`src/rtl/pc_pkg.sv`:
```
// Shared definitions for the program-counter stage: default widths, the
// reset vector, the run/halt state encoding and the next-PC source select.
package pc_pkg;

  // Default PC / instruction-address width.
  localparam int PC_W = 16;

  // Default width of the signed B-instruction offset, in instruction words.
  localparam int IMM_W = 9;

  // Default PC value loaded on reset.
  localparam logic [15:0] RESET_PC = 16'h0000;

  // Width of the retired-instruction counter.
  localparam int RET_W = 16;

  // Saturation value of the retired-instruction counter.
  localparam logic [RET_W-1:0] RET_MAX = 16'hFFFF;

  // Fetch state: RUN advances the PC; HALTED freezes everything until reset.
  typedef enum logic {
    RUN    = 1'b0,
    HALTED = 1'b1
  } pc_state_e;

  // Which source feeds the PC register on the next rising edge.
  typedef enum logic [1:0] {
    SEL_HOLD = 2'd0,  // stalled, halted, or executing HLT
    SEL_SEQ  = 2'd1,  // sequential: pc + 2
    SEL_B    = 2'd2,  // PC-relative: pc + 2 + (sext(imm) << 1)
    SEL_BR   = 2'd3   // register target with bit 0 cleared
  } pc_sel_e;

endpackage

```
`src/rtl/pc_adder.sv`:
```
// Plain modulo-2^W adder. The PC stage uses one instance for the sequential
// increment and a second, chained after it, for the PC-relative target.
module pc_adder #(
  parameter int W = 16
) (
  input  logic [W-1:0] a,
  input  logic [W-1:0] b,
  output logic [W-1:0] sum
);

  // Carry out is dropped on purpose: PC arithmetic wraps silently.
  always_comb begin
    sum = a + b;
  end

endmodule

```
`src/rtl/pc_control.sv`:
```
// Program-counter stage. Holds the architectural PC, picks the next PC from
// the sequential increment, a taken B target or a taken BR target, and
// tracks halt state, a one-cycle redirect pulse and a saturating count of
// retired instructions. Every output except pc_plus2 comes from a flop.
module pc_control #(
  parameter int              PC_W     = pc_pkg::PC_W,
  parameter int              IMM_W    = pc_pkg::IMM_W,
  parameter logic [PC_W-1:0] RESET_PC = PC_W'(pc_pkg::RESET_PC)
) (
  input  logic             clk,
  input  logic             rst,
  input  logic             stall,
  input  logic             halt_req,
  input  logic             is_b,
  input  logic             is_br,
  input  logic             branch_taken,
  input  logic [IMM_W-1:0] imm,
  input  logic [PC_W-1:0]  reg_target,
  output logic [PC_W-1:0]  pc,
  output logic [PC_W-1:0]  pc_plus2,
  output logic             redirect,
  output logic             halted,
  output logic [15:0]      retired
);

  import pc_pkg::*;

  // Sequential step: one 16-bit instruction word is two bytes.
  localparam logic [PC_W-1:0] PC_STEP = PC_W'(2);

  // Architectural state.
  logic [PC_W-1:0]  pc_q, pc_d;
  pc_state_e        state_q, state_d;
  logic             redirect_q, redirect_d;
  logic [RET_W-1:0] retired_q, retired_d;

  // Datapath intermediates.
  logic [PC_W-1:0] imm_sext_s;
  logic [PC_W-1:0] offset_s;
  logic [PC_W-1:0] pc_plus2_s;
  logic [PC_W-1:0] b_target_s;
  logic [PC_W-1:0] br_target_s;

  // Control intermediates.
  logic    advance_s;
  logic    b_take_s;
  logic    br_take_s;
  pc_sel_e sel_s;

  // Bits that are architecturally ignored, gathered in one place.
  logic unused_s;

  // Sign-extend the word offset to PC width, then scale words to bytes;
  // extension happens first so negative offsets keep their sign.
  always_comb begin
    imm_sext_s = {{(PC_W - IMM_W){imm[IMM_W-1]}}, imm};
    offset_s   = {imm_sext_s[PC_W-2:0], 1'b0};
  end

  // Register-target jumps always land on an even address.
  always_comb begin
    br_target_s = {reg_target[PC_W-1:1], 1'b0};
    unused_s    = reg_target[0] ^ imm_sext_s[PC_W-1];
  end

  // pc + 2 feeds both the sequential path and the PCS writeback port.
  pc_adder #(
    .W (PC_W)
  ) u_inc_adder (
    .a   (pc_q),
    .b   (PC_STEP),
    .sum (pc_plus2_s)
  );

  // B target is relative to the following instruction, not to the B itself.
  pc_adder #(
    .W (PC_W)
  ) u_branch_adder (
    .a   (pc_plus2_s),
    .b   (offset_s),
    .sum (b_target_s)
  );

  // An advance is any RUN cycle without a stall; branch_taken only counts
  // when the instruction is actually a branch.
  always_comb begin
    advance_s = (state_q == RUN) && !stall;
    b_take_s  = is_b && branch_taken;
    br_take_s = is_br && branch_taken;
  end

  // Next-PC source priority: HLT over B over BR over sequential.
  always_comb begin
    sel_s = SEL_HOLD;
    if (!advance_s) begin
      sel_s = SEL_HOLD;
    end else if (halt_req) begin
      sel_s = SEL_HOLD;
    end else if (b_take_s) begin
      sel_s = SEL_B;
    end else if (br_take_s) begin
      sel_s = SEL_BR;
    end else begin
      sel_s = SEL_SEQ;
    end
  end

  // Next-PC mux and redirect pulse, driven by the selected source.
  always_comb begin
    pc_d       = pc_q;
    redirect_d = 1'b0;
    case (sel_s)
      SEL_HOLD: begin
        pc_d       = pc_q;
        redirect_d = 1'b0;
      end
      SEL_SEQ: begin
        pc_d       = pc_plus2_s;
        redirect_d = 1'b0;
      end
      SEL_B: begin
        pc_d       = b_target_s;
        redirect_d = 1'b1;
      end
      SEL_BR: begin
        pc_d       = br_target_s;
        redirect_d = 1'b1;
      end
      default: begin
        pc_d       = pc_q;
        redirect_d = 1'b0;
      end
    endcase
  end

  // Run/halt FSM next state: only an HLT advance leaves RUN, only reset
  // leaves HALTED.
  always_comb begin
    state_d = state_q;
    case (state_q)
      RUN: begin
        if (advance_s && halt_req) begin
          state_d = HALTED;
        end else begin
          state_d = RUN;
        end
      end
      HALTED: begin
        state_d = HALTED;
      end
      default: begin
        state_d = RUN;
      end
    endcase
  end

  // Retired counter counts every advance, HLT included, and sticks at max.
  always_comb begin
    retired_d = retired_q;
    if (!advance_s) begin
      retired_d = retired_q;
    end else if (retired_q == RET_MAX) begin
      retired_d = RET_MAX;
    end else begin
      retired_d = retired_q + 16'd1;
    end
  end

  // State registers; reset wins over stall, halt and the HALTED state.
  always_ff @(posedge clk) begin
    if (rst) begin
      pc_q       <= RESET_PC;
      state_q    <= RUN;
      redirect_q <= 1'b0;
      retired_q  <= '0;
    end else begin
      pc_q       <= pc_d;
      state_q    <= state_d;
      redirect_q <= redirect_d;
      retired_q  <= retired_d;
    end
  end

  // Output wiring.
  always_comb begin
    pc       = pc_q;
    pc_plus2 = pc_plus2_s;
    redirect = redirect_q;
    halted   = (state_q == HALTED);
    retired  = retired_q;
  end

endmodule

```
`config.mk`:
```
export PLATFORM = sky130hd
export DESIGN_NAME = pc_control
export DESIGN_NICKNAME = d
export VERILOG_FILES = /design/src/rtl/pc_pkg.sv /design/src/rtl/pc_adder.sv /design/src/rtl/pc_control.sv
export SDC_FILE = /design/constraint.sdc
export NUM_CORES = 1
export LEC_CHECK = 0
export CORE_MARGIN = 5
export CORE_UTILIZATION = 50
export CTS_BUF_LIST = sky130_fd_sc_hd__clkbuf_4 sky130_fd_sc_hd__clkbuf_8
export DETAILED_ROUTE_END_ITERATION = 16
export PLACE_DENSITY = 0.86
export SYNTH_ARGS = -nofsm -noshare
export SYNTH_HDL_FRONTEND = slang
export SYNTH_SLANG_ARGS = --single-unit
```
`constraint.sdc`:
```
create_clock -name clk -period 4.29 [get_ports clk]
set_input_delay 0.858 -clock clk [delete_from_list [all_inputs] [get_ports clk]]
set_output_delay 0.858 -clock clk [all_outputs]
set_load 0.03 [all_outputs]
```
==> flow_summary.json, run 1 <==
{
  "status": "completed",
  "worst_ir_drop_vdd_v": 0.000157,
  "yosysMostFrequentCell": "sky130_fd_sc_hd__a21oi_1",
  "io_buffer_count": 78,
  "post_synth_most_frequent_cells": "37 x sky130_fd_sc_hd__a21oi_1, 33 x sky130_fd_sc_hd__dfxtp_1, 28 x sky130_fd_sc_hd__nor2_1, 27 x sky130_fd_sc_hd__nand2_1, 22 x sky130_fd_sc_hd__xnor2_1",
  "final_hold_viol_count": 0,
  "groute.usage.overall": 0.238,
  "fin_tns_setup_ns": 0,
  "largest_net_degree_at_the_start_of_global_routing": 34,
  "detail_route.drc_violations": 0,
  "share_of_the_synthesized_area_in_the_top_cell_type": 0.265,
  "routed_wire_length_per_instance_um": 16.0,
  "route.vias.total": 2674,
  "synth_cells": 319,
  "cts.repair_timing.setup_buffer_count": 0,
  "slew_violations": 0,
  "cts_buffer_depth": 2,
  "regToRegSetupSlack_ns": 0.95,
  "cts-root-buf": "sky130_fd_sc_hd__clkbuf_8",
  "rsz0062_at_grt": "false",
  "die_height_um": 80.6,
  "num_antenna_cells": 0,
  "number_of_buffers_created_by_cts": 5,
  "post_cts_resize_count": 0,
  "multi_input_area_um2": 1730,
  "width_of_the_die_um": 80.6,
  "timing.critical_path.fanout_max": 7,
  "std_cell_rows": 25,
  "initialDrtViolationCount": 165,
  "clk_pin_slew_ns": 0.07,
  "post-route-period-util": 0.787,
  "grt_pass1_wl_um": 12100,
  "post_synth_instance_area_um2": 2490,
  "max_freq_ghz": 0.296,
  "antenna_found_initial": 0,
  "ys_async_sr_fraction": 0,
  "fp.dieArea_um2": 6490,
  "yosysWarnings": 0,
  "worst_ep_required_time_ns": 3.43,
  "power_per_cell_area_nw_per_um2": 282,
  "regArea_um2": 661,
  "number_of_global_route_vias_before_repair": 2583,
  "yosys.cell_types.count": 47,
  "synth_seq_area_share": 0.265,
  "route.antenna.remaining_nets": 0,
  "filler_instances": 386,
  "dpl.hpwl_um": 5570,
  "design.portCount": 82,
  "insertion_delay_ns": 0.29,
  "routability_congestion_estimate_from_global_placement": 0.961,
  "cts_tree": "yes",
  "cts_max_level": 2,
  "final.min_clock_period_ns": 3.38,
  "placed_cells": 456,
  "synth_ff_type": "sky130_fd_sc_hd__dfxtp_1",
  "vias_per_cell": 5.76,
  "layout_cells_sized_above_1": 0.0453,
  "ys_seq_elements": 33,
  "layoutNonFillerInstCount": 464,
  "clock_sinks": 33,
  "cts_hold_buffers": 0,
  "synth.largest_area_cell": "sky130_fd_sc_hd__dfxtp_1",
  "finalWirelength_um": 7420,
  "endpoint_kind": "output port",
  "worst-endpoint-arrival_ns": 2.52,
  "worstHoldPathType": "reg -> reg",
  "critPathKind": "reg -> out",
  "synthToLayoutAreaGrowth_pct": 38.1,
  "design.final.nets": 447,
  "grt.overflow.total": 0,
  "postSynthAreaPerCell_um2": 7.80,
  "timing.clock.skew_ns": 0.00431,
  "worst_slew_pin_slew_ns": 0.635,
  "initial_util": 0.520,
  "power.leakage_nw": 1.35,
  "cap_viol_max_count": 0,
  "synth_edf_count": 0,
  "critPathLaunchType": "flop",
  "timing.max_slew.rel_slack": 0.576,
  "design.core.area_um2": 4790,
  "setup_viol": 0,
  "drt_first_pass_iters": 5,
  "post_synth_main_area_contributors": "sky130_fd_sc_hd__dfxtp_1 27%, sky130_fd_sc_hd__ha_1 9.0%, sky130_fd_sc_hd__xnor2_1 7.7%"
}
[report_power, final]
part           total [mW]  switching, mW  internal, mW
clock               0.315          0.119         0.196
sequential          0.339         0.0196         0.320
combinational       0.315          0.176         0.139
[metal layers]
layer | routed length, um | vias to the layer above | track usage
met3 | 599 | 14 | 0.0549
met4 | 141 | 0 | 0.0912
met1 | 3060 | 1236 | 0.288
met2 | 3620 | 120 | 0.404
met5 | 0 | - | 0
li1 | - | 1304 | -
[cells in the final DEF (no fill, tap or decap), types with 10 or more instances in the layout]
master                            instances
sky130_fd_sc_hd__nand2_1                 27
sky130_fd_sc_hd__xnor2_1                 22
sky130_fd_sc_hd__ha_1                    18
sky130_fd_sc_hd__clkdlybuf4s50_1         78
sky130_fd_sc_hd__a21oi_1                 37
sky130_fd_sc_hd__inv_1                   10
sky130_fd_sc_hd__dfxtp_1                 33
sky130_fd_sc_hd__xor2_1                  13
sky130_fd_sc_hd__nor3_1                  10
sky130_fd_sc_hd__nand3_1                 15
sky130_fd_sc_hd__nor2_1                  28
[worst paths after layout]
path	from	endpoint	cells after the start
max	pc[4]$_SDFFE_PP0P_	pc_plus2[12]	5
min	pc[15]$_SDFFE_PP0P_	pc[15]$_SDFFE_PP0P_	2
max reg2reg	pc[1]$_SDFFE_PP0P_	pc[12]$_SDFFE_PP0P_	12
min reg2reg	pc[15]$_SDFFE_PP0P_	pc[15]$_SDFFE_PP0P_	2
[cell type report]
class / instances / share of cell area
well taps: 67 / 0.0244
multi-input cells: 265 / 0.504
repair buffers: 81 / 0.234
clock buffers: 7 / 0.0262
flip-flops and latches: 33 / 0.192
inverters: 10 / 0.0109
clock inverters: 1 / 0.00874
[kinds of logic after synthesis]
| logic type | count (synthesis) | share of synthesized area |
|---|---|---|
| AND/OR/NAND/NOR | 115 | 0.226 |
| AO/OA/AOI/OAI | 89 | 0.223 |
| XOR/XNOR | 35 | 0.123 |
| flip-flops | 33 | 0.265 |
| buffers and inverters | 22 | 0.0422 |
| adder cells (fa/ha/maj) | 19 | 0.0985 |
| multiplexers | 5 | 0.0206 |
| other | 1 | 0.00151 |
[through the flow]
step / area [um^2] / hold WS [ns] / total power, mW / worst slack (ns) / util
final: 3440 / 0.553 / 0.969 / 0.912 / 0.718
after global routing: 3440 / 0.596 / 1.01 / 0.726 / 0.718
after CTS: 3440 / 0.551 / 0.973 / 0.920 / 0.718
after detailed placement: 3320 / 0.536 / 0.657 / 0.884 / 0.693
after global placement: 3320 / 0.536 / 0.650 / 0.949 / 0.693
after floorplan: 2490 / 0.649 / 0.543 / 0.771 / -
[registers in the layout (all words and copies together), names as in the netlist]
| register | flops |
|---|---|
| halted | 1 |
| pc | 15 |
| redirect | 1 |
| retired | 16 |
[worst max-delay path: stages, from the launching register on]
cell and delay [ns]:
sky130_fd_sc_hd__dfxtp_1 0.47, sky130_fd_sc_hd__nand4_1 0.22, sky130_fd_sc_hd__nor3_1 0.35, sky130_fd_sc_hd__nand3_1 0.14, sky130_fd_sc_hd__xnor2_1 0.30, sky130_fd_sc_hd__clkdlybuf4s50_1 0.74
Power figures use the tool's default switching activity.
==> run 2: changes to the inputs <==
--- a/config.mk
+++ b/config.mk
@@ -6,10 +6,10 @@
 export NUM_CORES = 1
 export LEC_CHECK = 0
 export CORE_MARGIN = 5
-export CORE_UTILIZATION = 50
+export CORE_UTILIZATION = 43
 export CTS_BUF_LIST = sky130_fd_sc_hd__clkbuf_4 sky130_fd_sc_hd__clkbuf_8
 export DETAILED_ROUTE_END_ITERATION = 16
-export PLACE_DENSITY = 0.86
+export PLACE_DENSITY = 0.79
 export SYNTH_ARGS = -nofsm -noshare
 export SYNTH_HDL_FRONTEND = slang
 export SYNTH_SLANG_ARGS = --single-unit
==> constraint.sdc (replaced) <==
create_clock -name clk -period 2.8 [get_ports clk]
set_input_delay 0.56 -clock clk [delete_from_list [all_inputs] [get_ports clk]]
set_output_delay 0.56 -clock clk [all_outputs]
set_load 0.03 [all_outputs]
==> flow_summary.json, run 2 (synthesis gave the netlist of run 1 again) <==
{
  "status": "completed",
  "design.core.area_um2": 5570,
  "routed_wire_length_per_instance_um": 16.9,
  "routability_congestion_estimate_from_global_placement": 0.942,
  "combPwrFrac": 0.380,
  "cts_tree": "yes",
  "layout.cells.most_common_list": "69 x sky130_fd_sc_hd__clkdlybuf4s50_1, 49 x sky130_fd_sc_hd__buf_4, 33 x sky130_fd_sc_hd__a21oi_1",
  "r2r_end": "pc[12]$_SDFFE_PP0P_",
  "worst_ir_drop_vdd_v": 0.000243,
  "fin_tns_setup_ns": 0,
  "insertion_delay_ns": 0.28,
  "crit_reg_reg_startpoint": "pc[1]$_SDFFE_PP0P_",
  "cts_hold_buffers": 0,
  "power_per_cell_area_nw_per_um2": 388,
  "layout_cells_sized_above_1": 0.230,
  "cts-root-buf": "sky130_fd_sc_hd__clkbuf_8",
  "final_common_cell": "sky130_fd_sc_hd__clkdlybuf4s50_1",
  "dpl_worst_slack_ns": -0.311,
  "timing.critical_path.fanout_max": 6,
  "timing.clock.skew_ns": 0.00603,
  "width_of_the_die_um": 86.1,
  "power_switching_mw": 0.517,
  "route.vias.total": 2962,
  "rsz0062_at_grt": "true",
  "fp.dieArea_um2": 7410,
  "clk_pin_slew_ns": 0.07,
  "finalWirelength_um": 8690,
  "critPathLaunchType": "flop",
  "clock_sinks": 33,
  "swShare": 0.325,
  "timing.max_slew.rel_slack": 0.628,
  "pwr-share-clk": 0.297,
  "worst_slew_pin_slew_ns": 0.557,
  "final.min_clock_period_ns": 2.73,
  "design.portCount": 82,
  "p_seq_frac": 0.323,
  "largest_net_degree_at_the_start_of_global_routing": 23,
  "layoutNonFillerInstCount": 515,
  "number_of_buffers_created_by_cts": 5,
  "die_height_um": 86.1,
  "num_antenna_cells": 0,
  "route.antenna.remaining_nets": 0,
  "io_buffer_count": 78,
  "post-route-util": 0.733,
  "crit_end": "pc[12]$_SDFFE_PP0P_",
  "design.final.nets": 493,
  "worst-endpoint-arrival_ns": 2.94,
  "critPathKind": "reg -> reg",
  "post-route-period-util": 0.977,
  "filler_instances": 428,
  "vias_per_cell": 5.75,
  "placed_cells": 500,
  "finalHoldWorstSlack_ns": 0.566,
  "setup_viol": 0,
  "number_of_global_route_vias_before_repair": 2796,
  "regToRegSetupSlack_ns": 0.07,
  "synthToLayoutAreaGrowth_pct": 64.2,
  "groute.usage.overall": 0.218,
  "slew_violations": 0,
  "drt_first_pass_iters": 5,
  "power.leakage_nw": 1.74,
  "initial_util": 0.446,
  "endpoint_kind": "flop",
  "worst_ep_required_time_ns": 3.00,
  "final_hold_viol_count": 0,
  "intPower_mw": 1.07,
  "largest_register_ffs": 16,
  "detail_route.drc_violations": 0,
  "cts_buffer_depth": 2,
  "initialDrtViolationCount": 150,
  "std_cell_rows": 27,
  "dpl.hpwl_um": 6380,
  "grt_pass1_wl_um": 13000,
  "cap_viol_max_count": 0,
  "antenna_found_initial": 0,
  "cts_max_level": 2,
  "max_freq_ghz": 0.366,
  "grt.overflow.total": 0,
  "worst-r2r-cell-count": 12,
  "worstHoldPathType": "reg -> reg",
  "worst_setup_path_start": "pc[1]$_SDFFE_PP0P_",
  "final.setup.worst_slack_ns": 0.0652
}
[run 2: how the worst min path moves through the flow]
stage / startpoint / endpoint / slack [ns] / cells past startpoint
after floorplan: pc[2]$_SDFFE_PP0P_ / pc[2]$_SDFFE_PP0P_ / 0.56 / 2
after global placement: pc[2]$_SDFFE_PP0P_ / pc[2]$_SDFFE_PP0P_ / 0.53 / 2
after detailed placement: pc[15]$_SDFFE_PP0P_ / pc[15]$_SDFFE_PP0P_ / 0.54 / 2
after CTS: pc[15]$_SDFFE_PP0P_ / pc[15]$_SDFFE_PP0P_ / 0.55 / 2
after global routing: halted$_SDFF_PP0_ / halted$_SDFF_PP0_ / 0.59 / 2
final: halted$_SDFF_PP0_ / halted$_SDFF_PP0_ / 0.57 / 2
[run 2: power by group through the flow]
| stage | clock, mW | sequential, mW | combinational, mW |
|---|---|---|---|
| after floorplan | 0 | 0.569 | 0.281 |
| after global routing | 0.500 | 0.515 | 0.641 |
| after detailed placement | 0 | 0.521 | 0.565 |
| after global placement | 0 | 0.520 | 0.556 |
| after CTS | 0.483 | 0.511 | 0.565 |
| final | 0.471 | 0.513 | 0.603 |
[run 2: area by class of cell]
cell class                 instances  area (um^2)  share of cell area
clock buffer                       7         90.1              0.0220
clock inverter                     1         30.0             0.00735
inverter                          10         37.5             0.00919
multi-input combinational        265         2000               0.491
sequential                        33          687               0.168
tap                               72         90.1              0.0220
timing repair buffer             127         1150               0.281
[run 2: metal layers]
layer / routed length [um] / up-vias / global-route usage
li1: - / 1412 / -
met1: 3620 / 1403 / 0.273
met2: 4300 / 135 / 0.375
met3: 645 / 12 / 0.0471
met4: 127 / 0 / 0.0590
met5: 0 / - / 0
[run 2: stage by stage]
stage / total power [mW] / area [um^2]
after floorplan: 0.851 / 2670
after global placement: 1.08 / 3790
after detailed placement: 1.09 / 3790
after CTS: 1.56 / 3900
after global routing: 1.66 / 4090
final: 1.59 / 4090
[run 2: worst max-delay path, stage by stage, from the launching register on]
cell	delay (ns)
sky130_fd_sc_hd__dfxtp_4	0.39
sky130_fd_sc_hd__ha_4	0.15
sky130_fd_sc_hd__inv_1	0.06
sky130_fd_sc_hd__nor2_4	0.20
sky130_fd_sc_hd__xor2_4	0.20
sky130_fd_sc_hd__ha_4	0.23
sky130_fd_sc_hd__a21o_1	0.17
sky130_fd_sc_hd__a21o_1	0.17
sky130_fd_sc_hd__a21oi_2	0.17
sky130_fd_sc_hd__a21oi_2	0.10
sky130_fd_sc_hd__or4b_1	0.48
sky130_fd_sc_hd__a21o_1	0.19
sky130_fd_sc_hd__a31oi_1	0.13
[run 2: timing repair]
item | in CTS | in global routing
setup buffers | 0 | 7
setup endpoints to repair | 9 | 10
resized for setup | 8 | 25
pin swaps | 0 | 10
